--- src/rtl/camera_spot_finder.sv ---
// -----------------------------------------------------------------------------
// camera_spot_finder
//
// Searches one armed camera frame for the brightest pixel at or above
// THRESHOLD (a laser spot). When the frame ends, three result words are
// written to Beta memory on consecutive cycles:
//   BASE_ADDR+0 : {22'b0, spot_x[9:0]}
//   BASE_ADDR+4 : {23'b0, spot_y[8:0]}
//   BASE_ADDR+8 : {found, short_frame, 22'b0, max_luma}
//
// Ports
//   clk_50        in   sole clock, rising edge
//   reset         in   synchronous, active-low
//   process_frame in   pulse: arm a search of the next frame (ignored while busy)
//   frame_start   in   pulse: start of a camera frame
//   line_end      in   pulse: after the last pixel of a line
//   pix_valid     in   pix_luma valid this cycle
//   pix_luma[7:0] in   pixel brightness
//   beta_mwe      out  Beta write enable (one word per cycle)
//   beta_addr     out  Beta write address
//   beta_din      out  Beta write data
//   busy          out  high from arm until the last result write
//   done          out  one-cycle pulse after the last result write
// -----------------------------------------------------------------------------
module camera_spot_finder #(
  parameter int          H_ACTIVE  = 640,
  parameter int          V_ACTIVE  = 480,
  parameter logic [7:0]  THRESHOLD = 8'd200,
  parameter logic [31:0] BASE_ADDR = 32'h0000_1000
) (
  input  logic        clk_50,
  input  logic        reset,
  input  logic        process_frame,
  input  logic        frame_start,
  input  logic        line_end,
  input  logic        pix_valid,
  input  logic [7:0]  pix_luma,
  output logic        beta_mwe,
  output logic [31:0] beta_addr,
  output logic [31:0] beta_din,
  output logic        busy,
  output logic        done
);

  // x saturates at H_ACTIVE; at least 10/9 bits so the result slices exist.
  localparam int XW = ($clog2(H_ACTIVE + 1) > 10) ? $clog2(H_ACTIVE + 1) : 10;
  localparam int YW = ($clog2(V_ACTIVE + 1) > 9)  ? $clog2(V_ACTIVE + 1) : 9;

  localparam logic [2:0] S_IDLE       = 3'd0;
  localparam logic [2:0] S_WAIT_FRAME = 3'd1;
  localparam logic [2:0] S_SCAN       = 3'd2;
  localparam logic [2:0] S_WR_X       = 3'd3;
  localparam logic [2:0] S_WR_Y       = 3'd4;
  localparam logic [2:0] S_WR_S       = 3'd5;

  logic [2:0]    state,       state_nxt;
  logic [XW-1:0] x,           x_nxt;
  logic [YW-1:0] y,           y_nxt;
  logic [7:0]    max_luma,    max_luma_nxt;
  logic [XW-1:0] spot_x,      spot_x_nxt;
  logic [YW-1:0] spot_y,      spot_y_nxt;
  logic          found,       found_nxt;
  logic          short_frame, short_frame_nxt;

  logic in_line;
  logic last_line;
  logic hit;

  assign in_line   = pix_valid && (x < XW'(H_ACTIVE));
  assign last_line = line_end && (y == YW'(V_ACTIVE - 1));
  // Strict '>' keeps the first pixel on ties.
  assign hit       = in_line && (pix_luma >= THRESHOLD) && (pix_luma > max_luma);

  // NOTE: every variable gets a default before the case so no latch is inferred.
  always_comb begin
    state_nxt       = state;
    x_nxt           = x;
    y_nxt           = y;
    max_luma_nxt    = max_luma;
    spot_x_nxt      = spot_x;
    spot_y_nxt      = spot_y;
    found_nxt       = found;
    short_frame_nxt = short_frame;

    case (state)
      S_IDLE: begin
        if (process_frame) state_nxt = S_WAIT_FRAME;
      end
      S_WAIT_FRAME: begin
        if (frame_start) begin
          state_nxt       = S_SCAN;
          x_nxt           = '0;
          y_nxt           = '0;
          max_luma_nxt    = '0;
          spot_x_nxt      = '0;
          spot_y_nxt      = '0;
          found_nxt       = 1'b0;
          short_frame_nxt = 1'b0;
        end
      end
      S_SCAN: begin
        // Pixel is judged at the current x,y even if line_end arrives with it.
        if (in_line) x_nxt = x + 1'b1;
        if (hit) begin
          max_luma_nxt = pix_luma;
          spot_x_nxt   = x;
          spot_y_nxt   = y;
          found_nxt    = 1'b1;
        end
        if (line_end) begin
          x_nxt = '0;
          y_nxt = y + 1'b1;
        end
        if (last_line) begin
          state_nxt = S_WR_X;
        end else if (frame_start) begin
          // A new frame before all lines arrived truncates this search.
          short_frame_nxt = 1'b1;
          state_nxt       = S_WR_X;
        end
      end
      S_WR_X:  state_nxt = S_WR_Y;
      S_WR_Y:  state_nxt = S_WR_S;
      S_WR_S:  state_nxt = S_IDLE;
      default: state_nxt = S_IDLE;
    endcase
  end

  // Outputs are registered from next-state values so the first write lands
  // one cycle after the terminating line_end/frame_start, including a spot
  // captured in that very cycle.
  // NOTE: non-blocking assignments for all state so every register samples
  // pre-edge values regardless of statement order.
  always_ff @(posedge clk_50) begin
    if (!reset) begin
      state       <= S_IDLE;
      x           <= '0;
      y           <= '0;
      max_luma    <= '0;
      spot_x      <= '0;
      spot_y      <= '0;
      found       <= 1'b0;
      short_frame <= 1'b0;
      beta_mwe    <= 1'b0;
      beta_addr   <= '0;
      beta_din    <= '0;
      busy        <= 1'b0;
      done        <= 1'b0;
    end else begin
      state       <= state_nxt;
      x           <= x_nxt;
      y           <= y_nxt;
      max_luma    <= max_luma_nxt;
      spot_x      <= spot_x_nxt;
      spot_y      <= spot_y_nxt;
      found       <= found_nxt;
      short_frame <= short_frame_nxt;
      busy        <= (state_nxt != S_IDLE);
      done        <= (state == S_WR_S);
      beta_mwe    <= 1'b0;
      beta_addr   <= '0;
      beta_din    <= '0;
      case (state_nxt)
        S_WR_X: begin
          beta_mwe  <= 1'b1;
          beta_addr <= BASE_ADDR;
          beta_din  <= {22'b0, spot_x_nxt[9:0]};
        end
        S_WR_Y: begin
          beta_mwe  <= 1'b1;
          beta_addr <= BASE_ADDR + 32'd4;
          beta_din  <= {23'b0, spot_y_nxt[8:0]};
        end
        S_WR_S: begin
          beta_mwe  <= 1'b1;
          beta_addr <= BASE_ADDR + 32'd8;
          beta_din  <= {found_nxt, short_frame_nxt, 22'b0, max_luma_nxt};
        end
        default: ;
      endcase
    end
  end

endmodule

--- config.mk ---
export PLATFORM = sky130hd
export DESIGN_NAME = camera_spot_finder
export DESIGN_NICKNAME = d
export VERILOG_FILES = /design/src/rtl/camera_spot_finder.sv
export SDC_FILE = /design/constraint.sdc
export NUM_CORES = 1
export LEC_CHECK = 0
export BUFFER_PORTS_ARGS = -buffer_cell sky130_fd_sc_hd__buf_2
export CORE_MARGIN = 2
export CORE_UTILIZATION = 53
export CTS_CLUSTER_SIZE = 40
export DETAILED_ROUTE_END_ITERATION = 7
export GPL_ROUTABILITY_DRIVEN = 0
export PLACE_DENSITY = 0.79
export SYNTH_ARGS = -nofsm -noshare
export SYNTH_HDL_FRONTEND = slang
export SYNTH_SLANG_ARGS = --single-unit
--- constraint.sdc ---
create_clock -name clk_50 -period 2.7 [get_ports clk_50]
set_input_delay 0.54 -clock clk_50 [delete_from_list [all_inputs] [get_ports clk_50]]
set_output_delay 0.54 -clock clk_50 [all_outputs]
set_load 0.01 [all_outputs]
==> impl_results.md <==
* Hold_sp: pix_luma[2]
* FF/Latch Area at 1360 µm²
* Hold path cells at 3
* Clk_lat worst skew at 360 ps
* Initial DRC count at 230
* Max-cap viol count at 0
* Mux cell area share after synthesis at 0.0210
* Setup TNS at 0 ps
* Finished Layout Cells at 500
* Max Fclk at 455 MHz
* Die H at 83.4 µm
* Clock skew at 12.5 ps
* Register-to-Register Setup Slack at 500 ps
* Sequential share of power at 0.507
* Slew headroom at 0.585
* Final Cell Area at 3570 µm²
* Worst path most repeated cell: o211ai_1
* R2r startpoint: max_luma[1]$_SDFF_PN0_
* FF-to-FF path depth at 9
* FF+latch count, synth at 68
* Fin crit share at 0.814
* Worst Path Buf+Inv at 2
* Hold crit path type: input pin to flop
* Largest family of logic cells by synthesized area: simple AND/OR/NAND/NOR gates
* Final nets at ~440
* Clock Pin Slew Worst Setup and Hold Paths at 80 ps
* All-Layer GR Usage at 0.200
* Crit path max-delay family: compound AO/OA/AOI/OAI gates
* CP peak stage delay at roughly 380 ps
* Post-CTS Setup Inserts at 0
* Clock period minus final worst setup slack at approximately 2200 ps
* Vias per inst at 5.31
* Most frequent cells in the layout: dfxtp_1, conb_1, nor2_1, nand2_1, buf_2
* Initial antenna violation count at 0
* XOR/XNOR share of the synthesized area at 0.0340
* CTS Hold Buffers Added at 0
* Layout area overhead at 6.62%
* Post-Syn Area at 3340 µm²
* CP Launch Type: flop
* Final Hold Fails at 0
* Max rail drop VDD at 0.321 mV
* Distinct cells, synth at 57
* Filler cells at about 540
* Critical path required time at 2940 ps
* Die area at 6960 µm²
* Synth warnings at 0
* Core Area at around 6000 µm²
* Power, Total at 2020 µW
* First-pass GRT wire length at 11100 µm
* Layout cells sized above 1 at 0.148
* Syn avg cell area at ~8.5 µm²
* Number of global-route vias before repair at 2314
* Combinational fraction of design power at 0.075
* Num Clock Sinks at between 60 and 70
* CP endpoint kind: flop
* Worst-margin pin slew at a little over 600 ps
* Synth Area in Adders at 0.0374
* IO Count at slightly above 80
* Critical path cell sequence: inv_1 > ha_1 > nor2b_1 > o211ai_1 > a21oi_1 > o211ai_1 > buf_12 > mux2i_1 > o22ai_1
* Fin util at 0.592
* Commonest non-fill, non-tap cell in the layout: dfxtp_1
* Avg WL per Cell at 13.9 µm
* Final wirelength at just under 7000 µm
* Starting Density at 0.555
* CTS Buf Count at 9
* Ys async rst share at 0
* NetSw at 537 µW
* Multi-input gate area at 1660 µm²
* Clock Path Buffers at 2
* Switching Share at 0.265
* Hold EP: max_luma[2]$_SDFF_PN0_
* Post-synthesis simple-gate area fraction at 0.218
* Buffers added on ports at 31
* Synth Area in Compound Gates at 0.131
* Clock root buffer: clkbuf_8
* Status: finished clean
* Largest net degree at the start of global routing at 38
* Ys flop type: dfxtp_1
* Crit path max fanout at 25
* Die Wd at between 80 and 90 µm
* Row Count at 28
* # diodes at 0
* Mapped Cells at approximately 390
* Vias post-DR at 2655
* Final Max Tran Viols at 0
* H-tree depth at 3
* Number of synthesized flops with an enable pin at 0
* Unrepaired setup endpoints after global routing: false
* Dpl hpwl at ~5000 µm
* Worst R2R End: beta_din[3]$_SDFF_PN0_
* Placed cell count at 484
* CP Class: flop to flop
* GRT Residual Overflow at 0
* Arrival time at the worst endpoint at 2430 ps
* Resized cells post-CTS at 0
* Clock network fraction of total power at 0.418
* Antenna viol nets, final at 0
* Register area share after synthesis at 0.407
* Int Power at 1490 µW
* CP max stage cell: dfxtp_1
* CTS tree: done
* Power Dens Cells at 567 nW/µm²
* Final setup viols at 0
* # DRC at 0
* Placed instance area at roughly 3400 µm²
* Pleak at 0.00149 µW
* DRT Pass-1 Iters at 4
[area by class of cell]
class	count	share of cell area
well taps	75	0.0263
inverters	9	0.00947
clock buffers	9	0.0347
repair buffers	38	0.0618
clock inverters	7	0.0207
multi-input cells	294	0.465
flip-flops and latches	68	0.382
[stage by stage]
stage / hold WS (ps) / setup slack, ps
after floorplan: 430 / 616
after global placement: 446 / 356
after detailed placement: 449 / 282
after CTS: 419 / 513
after global routing: 437 / 344
final: 429 / 503
[Yosys cell counts, types with 2 or more instances]
cell type / instances / share of area
nand3_1: 28 / 0.042
buf_4: 51 / 0.11
or2_2: 2 / 0.0037
nor2b_1: 3 / 0.0056
a22oi_1: 7 / 0.016
xnor2_1: 5 / 0.013
ha_1: 10 / 0.037
nor3_1: 7 / 0.010
xor2_1: 8 / 0.021
a32oi_1: 2 / 0.0052
dfxtp_1: 68 / 0.41
o21ai_1: 2 / 0.0030
a21oi_1: 29 / 0.043
buf_2: 4 / 0.0060
and3_1: 2 / 0.0037
a22o_1: 2 / 0.0052
and2_0: 7 / 0.013
and4b_1: 2 / 0.0060
o21ai_0: 4 / 0.0060
nand2b_1: 2 / 0.0037
nand3b_1: 2 / 0.0045
nor2_1: 38 / 0.043
mux2i_1: 7 / 0.021
o31ai_1: 2 / 0.0045
nand2_1: 34 / 0.038
inv_1: 8 / 0.0090
a31oi_1: 2 / 0.0037
clkbuf_1: 15 / 0.017
nand4_1: 6 / 0.011
o211ai_1: 2 / 0.0045
o22ai_1: 6 / 0.011
or4_1: 2 / 0.0045
[power groups by stage]
| stage | registers, µW | logic, µW | clock network, µW |
|---|---|---|---|
| 2_1_floorplan | 1040 | 172 | 0 |
| 3_3_place_gp | 1050 | 147 | 0 |
| 3_5_place_dp | 1050 | 150 | 0 |
| 4_1_cts | 1030 | 151 | 853 |
| 5_1_grt | 1030 | 170 | 897 |
| 6_report | 1030 | 153 | 845 |
[cell families after synthesis]
logic type | count (synthesis)
flip-flops | 68
AO/OA/AOI/OAI | 69
adder cells (fa/ha/maj) | 10
multiplexers | 7
AND/OR/NAND/NOR | 146
buffers and inverters | 80
other | 1
XOR/XNOR | 13
[worst max path at each step]
stage	startpoint	slack [ps]	depth (start not counted)	to
global route	max_luma[6]$_SDFF_PN0_	340	9	beta_din[2]$_SDFF_PN0_
floorplan	pix_luma[6]	620	9	max_luma[2]$_SDFF_PN0_
detailed placement	pix_luma[1]	280	9	beta_din[2]$_SDFF_PN0_
global placement	pix_luma[1]	360	9	beta_din[2]$_SDFF_PN0_
finish	max_luma[1]$_SDFF_PN0_	500	9	beta_din[3]$_SDFF_PN0_
CTS	max_luma[1]$_SDFF_PN0_	510	9	beta_din[2]$_SDFF_PN0_
[worst min-delay path: stages]
cell and delay [ps]:
buf_2 110, nand2_1 50, a21oi_1 50
[registers in the layout (all words and copies together), names as in the netlist]
register	count
done	1
short_frame	1
y	9
max_luma	8
spot_y	9
busy	1
state	3
found	1
beta_addr	2
beta_din	12
spot_x	10
beta_mwe	1
x	10
[per-layer routing]
layer / part of all wire / up-vias / track usage
met4: 0.023 / 0 / 0.0997
met5: 0 / - / 0
met3: 0.057 / 16 / 0.0487
met2: 0.49 / 81 / 0.322
li1: - / 1313 / -
met1: 0.43 / 1245 / 0.251
(Power assumes the default switching activity.)
